## config.mk

```make
export PLATFORM = sky130hd
export DESIGN_NAME = dpram_fifo_ctrl
export DESIGN_NICKNAME = d
export VERILOG_FILES = /design/src/rtl/dpram_pkg.sv /design/src/rtl/dpram_fifo_obuf.sv /design/src/rtl/dpram_fifo_ctrl.sv
export SDC_FILE = /design/constraint.sdc
export NUM_CORES = 1
export LEC_CHECK = 0
export CORE_MARGIN = 2
export CORE_UTILIZATION = 36
export DETAILED_ROUTE_END_ITERATION = 6
export PLACE_DENSITY = 0.72
export REMOVE_ABC_BUFFERS = 1
export SYNTH_ARGS = -nofsm -noshare
export SYNTH_HDL_FRONTEND = slang
export SYNTH_HIERARCHICAL = 1
export SYNTH_SLANG_ARGS = --single-unit
```

## constraint.sdc

```tcl
create_clock -name clk -period 6.7 [get_ports clk]
set_input_delay 1.005 -clock clk [delete_from_list [all_inputs] [get_ports clk]]
set_output_delay 1.005 -clock clk [all_outputs]
set_load 0.01 [all_outputs]
```

## src/rtl/dpram_pkg.sv

```systemverilog
// dpram_pkg: shared defaults and helpers for the dual-port-RAM FIFO controller.
// Holds the default data/address widths, the derived depth, the almost-flag
// thresholds used when DPRAM_FIFO_ALMOST_EN is defined, and a small helper
// that classifies a counter update from its increment/decrement requests.
package dpram_pkg;

   localparam int DEF_DATA_W         = 8;
   localparam int DEF_ADDR_W         = 6;
   localparam int DEF_DEPTH          = 2 ** DEF_ADDR_W;

   localparam int ALMOST_FULL_MARGIN = 4;
   localparam int ALMOST_EMPTY_LEVEL = 4;

   localparam int OBUF_ENTRIES       = 2;

   typedef enum logic [1:0] {
      STEP_HOLD,
      STEP_UP,
      STEP_DOWN
   } count_step_e;

   // Simultaneous increment and decrement cancel out.
   function automatic count_step_e count_step(input logic inc, input logic dec);
      count_step_e step;
      step = STEP_HOLD;
      if (inc && !dec) begin
         step = STEP_UP;
      end else if (dec && !inc) begin
         step = STEP_DOWN;
      end
      return step;
   endfunction

endpackage

```

## src/rtl/dpram_fifo_obuf.sv

```systemverilog
// dpram_fifo_obuf: two-entry output buffer with valid/ready on its read side.
// Words arrive from the RAM read port one clock after the read was issued.
// The controller guarantees a write never lands while both entries are held,
// so the entry presented on rd_data is never overwritten while it waits.
module dpram_fifo_obuf
   import dpram_pkg::*;
#(
   parameter int DATA_W = DEF_DATA_W
)(
   input  logic              clk,
   input  logic              rst_n,
   input  logic              wr_en,
   input  logic [DATA_W-1:0] wr_data,
   output logic              rd_valid,
   output logic [DATA_W-1:0] rd_data,
   input  logic              rd_ready,
   output logic [1:0]        count
);

   logic [DATA_W-1:0] entry [OBUF_ENTRIES];
   logic              wr_sel;
   logic              rd_sel;
   logic [1:0]        cnt;
   logic              pop;

   assign pop      = (cnt != 2'd0) && rd_ready;
   assign rd_valid = (cnt != 2'd0);
   assign rd_data  = entry[rd_sel];
   assign count    = cnt;

   // Storage is cleared on reset so the read data idles at zero.
   always_ff @(posedge clk or negedge rst_n) begin
      if (!rst_n) begin
         entry[0] <= '0;
         entry[1] <= '0;
      end else if (wr_en) begin
         entry[wr_sel] <= wr_data;
      end
   end

   // Write and read selectors ping-pong between the two entries.
   always_ff @(posedge clk or negedge rst_n) begin
      if (!rst_n) begin
         wr_sel <= 1'b0;
         rd_sel <= 1'b0;
      end else begin
         if (wr_en) begin
            wr_sel <= ~wr_sel;
         end
         if (pop) begin
            rd_sel <= ~rd_sel;
         end
      end
   end

   // Fill level of the buffer, used by the controller for read credit.
   always_ff @(posedge clk or negedge rst_n) begin
      if (!rst_n) begin
         cnt <= 2'd0;
      end else begin
         case (count_step(wr_en, pop))
            STEP_UP:   cnt <= cnt + 2'd1;
            STEP_DOWN: cnt <= cnt - 2'd1;
            default:   cnt <= cnt;
         endcase
      end
   end

endmodule

```

## src/rtl/dpram_fifo_ctrl.sv

```systemverilog
// dpram_fifo_ctrl: FIFO controller wrapped around an external dual-port RAM.
// Port A of the RAM is the write side, port B the read side (one-clock read
// latency). Read data lands in a two-entry output buffer so that the
// downstream side sees a registered valid/ready stream at one word per clock.
// Optional feature macro: DPRAM_FIFO_ALMOST_EN adds almost_full/almost_empty.
module dpram_fifo_ctrl
   import dpram_pkg::*;
#(
   parameter int DATA_W = DEF_DATA_W,
   parameter int ADDR_W = DEF_ADDR_W
)(
   input  logic              clk,
   input  logic              rst_n,
   input  logic              s_valid,
   input  logic [DATA_W-1:0] s_data,
   output logic              s_ready,
   output logic              m_valid,
   output logic [DATA_W-1:0] m_data,
   input  logic              m_ready,
   output logic [DATA_W-1:0] ram_ip_a,
   output logic [ADDR_W-1:0] ram_add_a,
   output logic              ram_wr_a,
   output logic [DATA_W-1:0] ram_ip_b,
   output logic [ADDR_W-1:0] ram_add_b,
   output logic              ram_wr_b,
   input  logic [DATA_W-1:0] ram_q_b,
   output logic [ADDR_W:0]   occupancy
`ifdef DPRAM_FIFO_ALMOST_EN
   ,
   output logic              almost_full,
   output logic              almost_empty
`endif
);

   localparam int              DEPTH      = 2 ** ADDR_W;
   localparam logic [ADDR_W:0] FULL_LEVEL = (ADDR_W+1)'(DEPTH);
   localparam logic [ADDR_W:0] CNT_ONE    = (ADDR_W+1)'(1);
   localparam logic [ADDR_W-1:0] PTR_ONE  = ADDR_W'(1);

   logic [ADDR_W-1:0] wptr;
   logic [ADDR_W-1:0] rptr;
   logic [ADDR_W:0]   ram_count;
   logic              in_flight;
   logic [1:0]        obuf_count;
   logic [2:0]        credit;
   logic              accept;
   logic              pop;
   logic              issue;

   // Reset forces s_ready low directly so nothing is accepted while held.
   assign s_ready = rst_n && (occupancy != FULL_LEVEL);
   assign accept  = s_valid && s_ready;
   assign pop     = m_valid && m_ready;

   // Free output slots once this cycle's pop and the in-flight word settle.
   // Counting the pop lets a read issue in the same cycle a slot is vacated,
   // which is what keeps the stream at one word per clock.
   assign credit = 3'(OBUF_ENTRIES) - {1'b0, obuf_count} + {2'b0, pop}
                   - {2'b0, in_flight};
   assign issue  = (ram_count != '0) && (credit != 3'd0);

   assign ram_wr_a  = accept;
   assign ram_add_a = wptr;
   assign ram_ip_a  = s_data;

   // Port B is read-only.
   assign ram_add_b = rptr;
   assign ram_wr_b  = 1'b0;
   assign ram_ip_b  = '0;

   // Write pointer advances per accepted word and wraps naturally.
   always_ff @(posedge clk or negedge rst_n) begin
      if (!rst_n) begin
         wptr <= '0;
      end else if (accept) begin
         wptr <= wptr + PTR_ONE;
      end
   end

   // Read pointer advances per issued read; in_flight marks data due next edge.
   always_ff @(posedge clk or negedge rst_n) begin
      if (!rst_n) begin
         rptr      <= '0;
         in_flight <= 1'b0;
      end else begin
         in_flight <= issue;
         if (issue) begin
            rptr <= rptr + PTR_ONE;
         end
      end
   end

   // Unread words still sitting in the RAM; a word becomes readable the
   // cycle after it is written because this count only rises at that edge.
   always_ff @(posedge clk or negedge rst_n) begin
      if (!rst_n) begin
         ram_count <= '0;
      end else begin
         case (count_step(accept, issue))
            STEP_UP:   ram_count <= ram_count + CNT_ONE;
            STEP_DOWN: ram_count <= ram_count - CNT_ONE;
            default:   ram_count <= ram_count;
         endcase
      end
   end

   // Total words held: RAM, in flight and in the output buffer.
   always_ff @(posedge clk or negedge rst_n) begin
      if (!rst_n) begin
         occupancy <= '0;
      end else begin
         case (count_step(accept, pop))
            STEP_UP:   occupancy <= occupancy + CNT_ONE;
            STEP_DOWN: occupancy <= occupancy - CNT_ONE;
            default:   occupancy <= occupancy;
         endcase
      end
   end

   // Stale RAM data returning after a reset is ignored since in_flight is clear.
   dpram_fifo_obuf #(
      .DATA_W (DATA_W)
   ) u_obuf (
      .clk      (clk),
      .rst_n    (rst_n),
      .wr_en    (in_flight),
      .wr_data  (ram_q_b),
      .rd_valid (m_valid),
      .rd_data  (m_data),
      .rd_ready (m_ready),
      .count    (obuf_count)
   );

`ifdef DPRAM_FIFO_ALMOST_EN
   // Flags derive straight from the occupancy register.
   assign almost_full  = (occupancy >= (ADDR_W+1)'(DEPTH - ALMOST_FULL_MARGIN));
   assign almost_empty = (occupancy <= (ADDR_W+1)'(ALMOST_EMPTY_LEVEL));
`else
   // Almost flags are not built in this configuration.
`endif

endmodule

```

==> results.json <==
{
  "outcome": "completed",
  "timing.rr.start": "u_obuf/count[0]",
  "nets": 309,
  "cp.arrival_ns": 4.56,
  "fp.dieW_um": 90.2,
  "design.core.area_um2": 7210,
  "ys_seq_elements": 47,
  "synthTopCellsByCount": "47 x dfrtp_1, 27 x mux2_2, 17 x buf_4",
  "netlist_area_um2": 2680,
  "top_usage_layer": "met2",
  "regArea_um2": 1180,
  "cts.path.max_buffers": 2,
  "min_path_type": "reg -> reg",
  "dr.pass1.iters": 4,
  "ys_types": 43,
  "use_met2": 0.208,
  "clkLatencyLatePin_ns": 0.30,
  "synthSimpleGateAreaFrac": 0.108,
  "grt_pass1_vias": 1767,
  "ir_drop_uv": 168,
  "path_class": "in -> reg",
  "netlist.area_leader.share": 0.439,
  "final.setup.tns_ns": 0,
  "synthAdderAreaFrac": 0.0972,
  "cts_tree": "built",
  "p_total_uw": 1930,
  "power.leakage_uw": 0.00140,
  "fmax_mhz": 229,
  "yosysWarningCount": 6,
  "antenna_cells": 0,
  "syn_area_per_cell_um2": 11.4,
  "period_needed_ns": 4.37,
  "grt_pass1_wl_um": 7960,
  "critPathLaunch": "m_ready",
  "htree_levels": 2,
  "grt.total_usage": 0.119,
  "grt_max_degree": 49,
  "synth_xor_area_frac": 0.0753,
  "synthTopCellsByArea": "dfrtp_1 44%, mux2_2 11%, ha_1 7.5%, buf_4 4.8%, xnor2_1 4.6%",
  "synth_cells": 234,
  "synth_mux_area_frac": 0.122,
  "fin_util": 0.448,
  "endpoint_kind": "register",
  "cts-buffers-inserted": 5,
  "synth_flop_cell": "dfrtp_1",
  "antenna_found_initial": 0,
  "cts_setup_buffers": 0,
  "die-area_um2": 8140,
  "wirelength_um": 4810,
  "use_met3": 0.0344,
  "yosysSeqAreaShare": 0.439,
  "worstMarginPinSlew_ns": 0.598,
  "synth.most_common_cell": "dfrtp_1",
  "whs_path_depth": 1,
  "maxCapViolations": 0,
  "whs_ns": 0.472,
  "cts.clk_slew.worst_paths_ns": 0.08,
  "slew_headroom": 0.601,
  "slew_viol_final": 0,
  "fill_cells": 682,
  "numPortBuffers": 41,
  "cts_sinks": 47,
  "cts_root_buffer": "clkbuf_8",
  "vias": 1769,
  "setup_viol": 0,
  "powerDensity_nw_per_um2": 597,
  "synth_top_family_by_area": "multiplexers",
  "drt-initial-drc-count": 83,
  "hold_viol": 0,
  "avgViaCountPerCell": 4.78,
  "layout-drive-gt1-share": 0.159,
  "fin_skew_ns": 0.00457,
  "hold_start": "ram_add_b[5]",
  "finalWeightedCongestion": 0.822,
  "start_kind": "input pin",
  "start_util": 0.371,
  "crit_fanout": 10,
  "use_met1": 0.138,
  "async_flop_share": 1.00,
  "die_height_um": 90.2,
  "synth-edff-count": 0,
  "grt_overflow": 0,
  "route.detailed.drc": 0,
  "grt_setup_unrepaired": "no",
  "finalCritPeriodShare": 0.652,
  "worstRegToRegCells": 13,
  "io-pin-count": 67,
  "rows": 31,
  "cts-resized-gates": 0,
  "synth_top_cell_by_area": "dfrtp_1",
  "required_ns": 6.89,
  "wl_per_cell_um": 13.0,
  "holdBufCountCts": 0,
  "antenna_left": 0,
  "dpl.hpwl_um": 3510,
  "multi_input_area_um2": 1340,
  "synth-compound-area-share": 0.0865,
  "syn_to_final_growth_pct": 20.7
}
==> placed cells by master, fill, tap and decap left out, types with 2 or more instances in the layout <==
| master | instances |
|---|---|
| inv_1 | 10 |
| a21oi_1 | 8 |
| nand3b_1 | 2 |
| dfrtp_1 | 47 |
| conb_1 | 9 |
| clkbuf_8 | 5 |
| ha_1 | 16 |
| a211oi_1 | 4 |
| nand2b_1 | 3 |
| nor2_1 | 6 |
| nand2_1 | 11 |
| o21ai_0 | 5 |
| xnor2_1 | 14 |
| nor3b_1 | 4 |
| mux2_2 | 27 |
| or4b_1 | 2 |
| and3_1 | 2 |
| inv_2 | 2 |
| fa_1 | 3 |
| xor2_1 | 9 |
| a21o_1 | 5 |
| a31o_1 | 2 |
| nand3_1 | 3 |
| nor4b_1 | 3 |
| clkdlybuf4s50_1 | 40 |
| a2111oi_0 | 3 |
| bufinv_16 | 2 |
| nor4_1 | 2 |
| nor3_1 | 2 |
| nand4_1 | 4 |
==> cell type report <==
class / instances / area share
multi-input cells: 162 / 0.415
flip-flops and latches: 47 / 0.364
repair buffers: 42 / 0.128
well taps: 99 / 0.0383
clock buffers: 6 / 0.0225
clock inverters: 2 / 0.0186
inverters: 12 / 0.0139
==> stage by stage <==
step                      instances  area, um2  worst slack (ns)
after global routing            370       3230              2.12
after CTS                       370       3230              2.33
final                           370       3230              2.33
after floorplan                 221       2560              2.89
after detailed placement        362       3100              2.04
after global placement          362       3100              2.25
==> kinds of logic (layout without fill, tap and decap cells) <==
kind of cell / count (synthesis) / after routing
xor+xnor: 23 / 23
simple gates: 49 / 49
mux: 29 / 29
fa+ha+maj: 19 / 19
flops: 47 / 47
buf+inv: 33 / 62
compound gates: 33 / 33
other cells: 1 / 9
==> worst paths after layout <==
check | to | slack (ns)
max in group asynchronous | u_obuf/entry[2] | 5.51
min reg2reg | ram_add_b[5] | 0.47
max | ram_count[6] | 2.33
min | ram_add_b[5] | 0.47
max reg2reg | ram_count[6] | 2.74
min in group asynchronous | occupancy[2] | 0.77
==> sequential cells by signal, indices dropped and copies added (netlist names) <==
name and count:
ram_count 7, ram_add_a 6, u_obuf/wr_sel 1, u_obuf/count 2
u_obuf/rd_sel 1, ram_add_b 6, occupancy 7, u_obuf/entry 16
in_flight 1
==> routing by layer <==
layer,vias up,wire (um)
met4,0,80
li1,877,-
met3,6,207
met5,-,0
met1,842,2180
met2,44,2340
==> power by group <==
group	switching, uW	internal (uW)
Combinational	513	598
Sequential	136	440
Clock	94.7	149
Total	743	1190
==> worst max-delay path, cell delays in order <==
cell	delay [ns]
clkdlybuf4s50_1	0.43
and2_1	0.18
fa_1	0.36
inv_1	0.06
ha_1	0.22
a22oi_2	0.39
ha_1	0.44
inv_1	0.12
fa_1	0.41
nand2b_1	0.21
a2111oi_0	0.46
a211oi_1	0.13
xnor2_1	0.15
No activity file was read; power rests on OpenSTA's default activity.
